==> config.mk <==
export PLATFORM = sky130hd
export DESIGN_NAME = muldiv_hilo
export DESIGN_NICKNAME = d
export VERILOG_FILES = /design/src/rtl/muldiv_hilo.sv
export SDC_FILE = /design/constraint.sdc
export NUM_CORES = 1
export LEC_CHECK = 0
export ABC_AREA = 1
export BUFFER_PORTS_ARGS = -buffer_cell sky130_fd_sc_hd__buf_2
export CAP_MARGIN = 0
export CORE_MARGIN = 2
export CORE_UTILIZATION = 57
export CTS_BUF_LIST = sky130_fd_sc_hd__clkbuf_4 sky130_fd_sc_hd__clkbuf_8
export CTS_CLUSTER_DIAMETER = 200
export CTS_CLUSTER_SIZE = 28
export DETAILED_ROUTE_END_ITERATION = 8
export MAX_ROUTING_LAYER = met4
export PLACE_DENSITY = 0.88
export SLEW_MARGIN = 20
export SYNTH_ARGS = -nofsm -noshare
export SYNTH_HDL_FRONTEND = slang
export SYNTH_SLANG_ARGS = --single-unit
==> constraint.sdc <==
create_clock -name clk_i -period 2.42 [get_ports clk_i]
set_input_delay 0.121 -clock clk_i [delete_from_list [all_inputs] [get_ports clk_i]]
set_output_delay 0.121 -clock clk_i [all_outputs]
set_load 0.02 [all_outputs]
==> src/rtl/muldiv_hilo.sv <==
// Iterative multiply/divide engine with HI/LO result registers for the
// multi-cycle MIPS datapath: shift-add multiply, restoring divide, WIDTH+1 cycles.
module muldiv_hilo #(
  parameter int WIDTH = 32
) (
  input  logic             clk_i,
  input  logic             clr_i,
  input  logic             start_i,
  input  logic [1:0]       op_i,
  input  logic [WIDTH-1:0] a_i,
  input  logic [WIDTH-1:0] b_i,
  input  logic             mthi_i,
  input  logic             mtlo_i,
  input  logic [WIDTH-1:0] wdata_i,
  output logic [WIDTH-1:0] hi_o,
  output logic [WIDTH-1:0] lo_o,
  output logic             busy_o,
  output logic             done_o,
  output logic             div_by_zero_o
);

  localparam int CW = $clog2(WIDTH + 1);
  localparam logic [CW-1:0] CNT_INIT = CW'(WIDTH);
  localparam logic [CW-1:0] CNT_LAST = CW'(1);

  typedef enum logic [1:0] {IDLE, RUN, FIX} state_t;

  state_t             state_q, state_d;
  logic [CW-1:0]      cnt_q, cnt_d;
  logic               is_div_q, is_div_d;
  logic               neg_res_q, neg_res_d;
  logic               neg_rem_q, neg_rem_d;
  logic               dz_q, dz_d;
  logic [WIDTH-1:0]   opnd_q, opnd_d;
  logic [2*WIDTH-1:0] acc_q, acc_d;
  logic [WIDTH-1:0]   rem_q, rem_d;
  logic [WIDTH-1:0]   hi_q, hi_d;
  logic [WIDTH-1:0]   lo_q, lo_d;
  logic               done_q, done_d;
  logic               dbz_q, dbz_d;

  logic               a_neg, b_neg;
  logic [WIDTH-1:0]   a_mag, b_mag;
  logic [WIDTH:0]     mul_sum;
  logic [WIDTH:0]     div_shift, div_trial;
  logic               div_ok;
  logic [2*WIDTH-1:0] prod_fix;
  logic [WIDTH-1:0]   quo_fix, rem_fix;

  // Two's-complement absolute value; the most-negative pattern maps onto itself,
  // which read as unsigned is exactly 2^(WIDTH-1).
  always_comb begin
    a_neg = ~op_i[0] & a_i[WIDTH-1];
    b_neg = ~op_i[0] & b_i[WIDTH-1];
    a_mag = a_neg ? (~a_i + WIDTH'(1)) : a_i;
    b_mag = b_neg ? (~b_i + WIDTH'(1)) : b_i;
  end

  always_comb begin
    mul_sum   = {1'b0, acc_q[2*WIDTH-1:WIDTH]} + (acc_q[0] ? {1'b0, opnd_q} : '0);
    div_shift = {rem_q, acc_q[WIDTH-1]};
    div_trial = div_shift - {1'b0, opnd_q};
    div_ok    = ~div_trial[WIDTH];
  end

  // With a zero divisor every trial succeeds, so the remainder ends up holding the
  // dividend magnitude and HI naturally comes out equal to the original a.
  always_comb begin
    prod_fix = neg_res_q ? (~acc_q + (2*WIDTH)'(1)) : acc_q;
    quo_fix  = neg_res_q ? (~acc_q[WIDTH-1:0] + WIDTH'(1)) : acc_q[WIDTH-1:0];
    rem_fix  = neg_rem_q ? (~rem_q + WIDTH'(1)) : rem_q;
  end

  always_comb begin
    state_d   = state_q;
    cnt_d     = cnt_q;
    is_div_d  = is_div_q;
    neg_res_d = neg_res_q;
    neg_rem_d = neg_rem_q;
    dz_d      = dz_q;
    opnd_d    = opnd_q;
    acc_d     = acc_q;
    rem_d     = rem_q;
    hi_d      = hi_q;
    lo_d      = lo_q;
    done_d    = 1'b0;
    dbz_d     = dbz_q;
    unique case (state_q)
      IDLE: begin
        if (start_i) begin
          state_d   = RUN;
          cnt_d     = CNT_INIT;
          is_div_d  = op_i[1];
          neg_res_d = a_neg ^ b_neg;
          neg_rem_d = a_neg;
          dz_d      = (b_i == '0);
          rem_d     = '0;
          if (op_i[1]) begin
            opnd_d = b_mag;
            acc_d  = {{WIDTH{1'b0}}, a_mag};
          end else begin
            opnd_d = b_mag;
            acc_d  = {{WIDTH{1'b0}}, a_mag};
          end
        end else begin
          if (mthi_i) hi_d = wdata_i;
          if (mtlo_i) lo_d = wdata_i;
        end
      end
      RUN: begin
        cnt_d = cnt_q - CNT_LAST;
        if (is_div_q) begin
          rem_d = div_ok ? div_trial[WIDTH-1:0] : div_shift[WIDTH-1:0];
          acc_d = {acc_q[2*WIDTH-1:WIDTH], acc_q[WIDTH-2:0], div_ok};
        end else begin
          acc_d = {mul_sum, acc_q[WIDTH-1:1]};
        end
        if (cnt_q == CNT_LAST) state_d = FIX;
      end
      FIX: begin
        state_d = IDLE;
        done_d  = 1'b1;
        dbz_d   = is_div_q & dz_q;
        if (is_div_q) begin
          hi_d = rem_fix;
          lo_d = dz_q ? {WIDTH{1'b1}} : quo_fix;
        end else begin
          hi_d = prod_fix[2*WIDTH-1:WIDTH];
          lo_d = prod_fix[WIDTH-1:0];
        end
      end
      default: state_d = IDLE;
    endcase
  end

  always_ff @(posedge clk_i) begin
    if (clr_i) begin
      state_q   <= IDLE;
      cnt_q     <= '0;
      is_div_q  <= 1'b0;
      neg_res_q <= 1'b0;
      neg_rem_q <= 1'b0;
      dz_q      <= 1'b0;
      opnd_q    <= '0;
      acc_q     <= '0;
      rem_q     <= '0;
      hi_q      <= '0;
      lo_q      <= '0;
      done_q    <= 1'b0;
      dbz_q     <= 1'b0;
    end else begin
      state_q   <= state_d;
      cnt_q     <= cnt_d;
      is_div_q  <= is_div_d;
      neg_res_q <= neg_res_d;
      neg_rem_q <= neg_rem_d;
      dz_q      <= dz_d;
      opnd_q    <= opnd_d;
      acc_q     <= acc_d;
      rem_q     <= rem_d;
      hi_q      <= hi_d;
      lo_q      <= lo_d;
      done_q    <= done_d;
      dbz_q     <= dbz_d;
    end
  end

  assign hi_o          = hi_q;
  assign lo_o          = lo_q;
  assign busy_o        = (state_q != IDLE);
  assign done_o        = done_q;
  assign div_by_zero_o = dbz_q;

endmodule
After elaboration in Yosys (flattened, before gate mapping)

Cells that the tools add are included.

Input port bits: 103
Output and inout bits: 67
Bits in registers: 206

$add $sub $neg: 8
Eq/ne operators: 10
Bitwise gates (word level): 11
Reductions and logical operators: 12
Muxes and demuxes: 28

Operators with widths:

| kind                                             | number |
|---|---|
| two-way mux 32 bit                               | 15 |
| two-way mux 64 bit                               | 3 |
| case mux 32 bit (2 select lines)                 | 3 |
| adder 32 x 1 -> 32 bit, second input constant    | 4 |
| inverter 32 bit                                  | 4 |
| case mux 64 bit (2 select lines)                 | 1 |
| adder 64 x 1 -> 64 bit, second input constant    | 1 |
| inverter 64 bit                                  | 1 |
| adder 32 x 32 -> 33 bit                          | 1 |
| subtractor 33 x 32 -> 33 bit                     | 1 |
| zero test 32 bit                                 | 1 |
| != test 2 bit, second input constant             | 7 |
| case mux 6 bit (2 select lines)                  | 1 |
| AND reduction 3 bit                              | 4 |
| == test 6 x 1 -> 1 bit, second input constant    | 1 |
| two-way mux 6 bit                                | 1 |
| AND reduction 2 bit                              | 3 |
| nonzero test 2 bit                               | 3 |
| subtractor 6 x 1 -> 6 bit, second input constant | 1 |
| two-way mux 2 bit                                | 2 |
| case mux 2 bit (2 select lines)                  | 1 |
| AND 1 bit                                        | 3 |
| == test 2 x 1 -> 1 bit, second input constant    | 1 |
| == test 2 bit, second input constant             | 1 |
| 4 further kinds                                  | 5 |

Longest topological paths before layout

Word-level depth: 6
Gate-level depth with buffers: 18
Gate-level depth less buffers: 17

Worst setup path after synthesis

OpenSTA, ideal clock, no wires.

Kind: register -> register
Start: register acc_q[31]
End: register rem_q[21]
Path buffers: 1
Data arrival time: 2.162 ns
Setup time: 0.141 ns
Setup slack: 0.118 ns
Stages on the path, launching flop included: 19
Path through: dfxtp_1 > inv_1 > ha_1 > fa_1 > inv_1 > nand2_1 > nand2_1 > nand3_1 > nand2_2 > nand2_2 > nand2_4 > nand2_4 > nand2_4 > nand2_2 > nand2_4 > buf_6 > nand2_1 > nand3_2 > a21oi_2

Cells in the longest elaborated chain, start to end: 4

Ends and longest elaborated chain:

| element                          | line | source |
|---|---|---|
| start: declaration               | 35   | `logic [2*WIDTH-1:0] acc_q, acc_d;` |
| start signal: assignment         | 145  | `acc_q <= '0;` |
| start signal: assignment         | 159  | `acc_q <= acc_d;` |
| subtractor 33 x 32 -> 33 bit     | 62   | `div_trial = div_shift - {1'b0, opnd_q};` |
| two-way mux 32 bit               | 113  | `rem_d = div_ok ? div_trial[WIDTH-1:0] : div_shift[WIDTH-1:0];` |
| two-way mux 32 bit               | 112  | `if (is_div_q) begin` |
| case mux 32 bit (2 select lines) | 88   | `unique case (state_q)` |
| end signal: assignment           | 160  | `rem_q <= rem_d;` |
| end: declaration                 | 36   | `logic [WIDTH-1:0] rem_q, rem_d;` |

No other way between the ends. The select of a mux whose other input is x is not followed.
A chain may end at the register's enable or synchronous reset.

Worst setup path after layout

Start: register opnd_q[14]
End: register rem_q[21]

Cells in the longest elaborated chain, start to end: 4

Ends and longest elaborated chain:

| element                          | line | source |
|---|---|---|
| start: declaration               | 34   | `logic [WIDTH-1:0] opnd_q, opnd_d;` |
| start signal: assignment         | 158  | `opnd_q <= opnd_d;` |
| subtractor 33 x 32 -> 33 bit     | 62   |  |
| two-way mux 32 bit               | 113  |  |
| two-way mux 32 bit               | 112  |  |
| case mux 32 bit (2 select lines) | 88   |  |

No other way between the ends. The select of a mux whose other input is x is not followed.

==> out/qor.yml <==
placed_design:
  dpl.cell_count: 3849
  gp_congestion: 1.043
  dp_hpwl_um: 57010
  port_buffers: 169
  place_ws_ns: -0.07114
clocking:
  ctsRootBufferMaster: "clkbuf_8"
  cts_tree: "done"
  htreeDepth: 1
  clk_latency_ns: 0.55
  cts_inserted_buffers: 11
  clockBufferDepth: 3
  path_clk_slew_ns: 0.18
  cts.sinks: 206
timing:
  max_slew.worst_pin.slew_ns: 0.6106
  fin_crit_ns: 2.348
  hold_violations: 0
  setup_slack_ns: 0.07238
  max_freq_mhz: 426.0
  final_min_period_over_clock_period_pct: 97.01
  finalSetupTns_ns: 0
  skew_ns: 0.04965
  grt_setup_unrepaired: "true"
  fin_hold_ws_ns: 0.01947
  finalMaxSlewViolations: 0
  max-slew-margin-rel_pct: 59.14
  finalSetupViolations: 0
floorplanning:
  num_rows: 66
  die_width_um: 186.0
  io_pins: 170
  initial_utilization_pct: 58.00
  die_h_um: 186.0
  dieArea_um2: 34580
  core_um2: 32540
drt:
  drtIter0Drc: 2575
  routed_wl_um: 74600
  ant_nets: 0
  post_drt_wl_per_cell_um: 18.85
  drc_errors: 0
  drt_first_pass_iters: 7
  dr_total_vias: 23110
  viasPerCell: 5.840
power_and_ir_drop:
  p_switching_uw: 4300
  switching_share_pct: 43.59
  p_int_uw: 5564
  p_leak_uw: 0.01097
  seqPwrFrac_pct: 41.3
  pwr-share-clk_pct: 16.4
  p_comb_share_pct: 42.3
  power_density_nw_per_um2: 439.3
  peakVddDrop_v: 0.0003730
yosys:
  synthMuxAreaShare_pct: 0
  synthArstFlopShare_pct: 0
  synth_top_cell_by_area: "dfxtp_1"
  syn_area_um2: 18870
  synth_area_leaders: "dfxtp_1 (22%), nand2_1 (17%), inv_1 (7.9%), a21oi_1 (7.5%), nor2_1 (6.8%)"
  synth_simple_gate_area_share_pct: 39.71
  syn_nets: 3396
  synth_flop_cell: "dfxtp_1"
  synth-edff-count: 0
  yosys.area_share.adder_pct: 4.853
  synth_top_family_by_area: "simple AND/OR/NAND/NOR gates"
  yosys_warnings: 0
  yosysSeqAreaShare_pct: 21.85
  yosys.area.top_type_share_pct: 21.85
  synth_cells: 3221
  synth_compound_area_share_pct: 20.42
  ys_types: 53
  ys_seq_elements: 206
  syn_avg_cell_area_um2: 5.859
  synth_xor_area_share_pct: 1.996
global_routing:
  grt.total_usage_pct: 42.81
  grt_pass1_wl_um: 111700
  overflow: 0
  first_global_vias: 20730
  antenna_found_initial: 2
  grt_max_degree: 88
setup_path:
  start_kind: "register"
  r2r_slack_ns: 0.07
  arrival_ns: 2.84
  worst-setup-path-type: "reg -> reg"
  r2r_end: "rem_q[21]"
  cp-end-kind: "register"
  worst-r2r-cell-count: 16
  cp_max_fo: 8
  reg2reg_from: "opnd_q[14]"
  cp.required_ns: 2.91
min_path:
  min_path_cells: 4
  worstHoldEndpoint: "opnd_q[3]"
  hp-start: "b_i[3]"
  hold_path.class: "in -> reg"
cells_and_area:
  utilization_pct: 69.02
  stdcell_count: 3957
  syn_to_final_growth_pct: 18.99
  nets: 3689
  layout-drive-gt1-share_pct: 16.91
  fillers: 3014
run_status:
  status: "completed"
flow_run:
  cap_violations: 0
worst max path at each step:
stage / startpoint / end
after floorplan: acc_q[31] / rem_q[21]
after global placement: acc_q[0] / acc_q[52]
after detailed placement: acc_q[0] / acc_q[52]
after CTS: opnd_q[11] / rem_q[21]
after global routing: acc_q[0] / acc_q[62]
final: opnd_q[14] / rem_q[21]
synth_stat cells, types with 23 or more instances:
cell type	n
a21oi_1	282
a21oi_2	34
a31oi_1	23
buf_2	27
clkbuf_1	71
dfxtp_1	206
ha_1	70
inv_1	396
nand2_1	870
nand2_4	23
nand3_1	230
nand3_2	33
nand4_1	40
nor2_1	343
nor3_1	41
o21ai_0	252
cell usage in the layout, fill, tap and decap left out, types with 48 or more instances in the layout:
cell type,n
nand2_1,863
inv_1,390
nor2_1,329
a21oi_1,267
o21ai_0,241
nand3_1,229
dfxtp_1,188
buf_2,168
buf_4,130
dlygate4sd3_1,87
a21oi_2,48
timing repair:
action | in CTS | in global routing
hold buffers | 87 | 0
hold endpoints to repair | 104 | 0
gates resized for setup | 6 | 103
cloned | 0 | 0
buffers inserted | 1 | 6
pin swaps | 2 | 13
setup endpoints to repair | 19 | 69
critical path, stage by stage (launching register included):
cell and delay [ns]:
dfxtp_2 0.38, inv_1 0.09, ha_1 0.38, nand2_2 0.16, inv_2 0.04, nand2_1 0.06
nand2_1 0.10, a21oi_2 0.21, nand2_4 0.09, nand2_4 0.10, nand2_4 0.07, nand2_2 0.08
nand2_4 0.11, buf_6 0.15, nand2_1 0.09, nand3_2 0.09, a21oi_2 0.13
kinds of logic (layout without fill, tap and decap cells):
kind of cell	after synthesis	after routing
AO/OA/AOI/OAI	684	684
XOR/XNOR	43	43
adder cells (fa/ha/maj)	72	72
buffers and inverters	533	825
flip-flops	206	206
other	0	2
AND/OR/NAND/NOR	1683	1683
metal layers:
metal  track usage (%)  wire length [um]  up-vias
met3             6.007              6847      303
met1             52.08             29180    10350
met2             67.60             33280     1341
met5                 -                 0        -
met4             25.32              5289        0
li1                  -                 -    11120
area by class of cell:
cell class,count,area (um^2),share of cell area (%)
diodes,2,5.005,0.02229
flip-flops and latches,206,4149,18.48
multi-input cells,2482,13080,58.26
clock inverters,1,20.02,0.08915
well taps,442,553.0,2.463
repair buffers,400,2944,13.11
inverters,413,1550,6.904
clock buffers,11,151.4,0.6742
flip-flops by register name, summed over array words and instances (netlist names), 2 cells and up:
| name | count |
|---|---|
| acc_q | 64 |
| hi_o | 32 |
| lo_o | 32 |
| opnd_q | 32 |
| rem_q | 32 |
| cnt_q | 6 |
| state_q | 2 |
stage by stage:
| stage | instance area [um^2] | total power (uW) |
|---|---|---|
| global route | 22460 | 10340 |
| floorplan | 18870 | 6460 |
| global placement | 20900 | 7881 |
| CTS | 21960 | 9561 |
| finish | 22460 | 9864 |
| detailed placement | 20900 | 7906 |
power groups by stage:
| stage | logic (uW) | registers, uW | clock network [uW] |
|---|---|---|---|
| finish | 4170 | 4070 | 1620 |
| global route | 4530 | 4090 | 1720 |
| CTS | 3930 | 4030 | 1600 |
| detailed placement | 3810 | 4100 | 0 |
| global placement | 3780 | 4100 | 0 |
| floorplan | 2360 | 4100 | 0 |
Power figures use the tool's default switching activity.
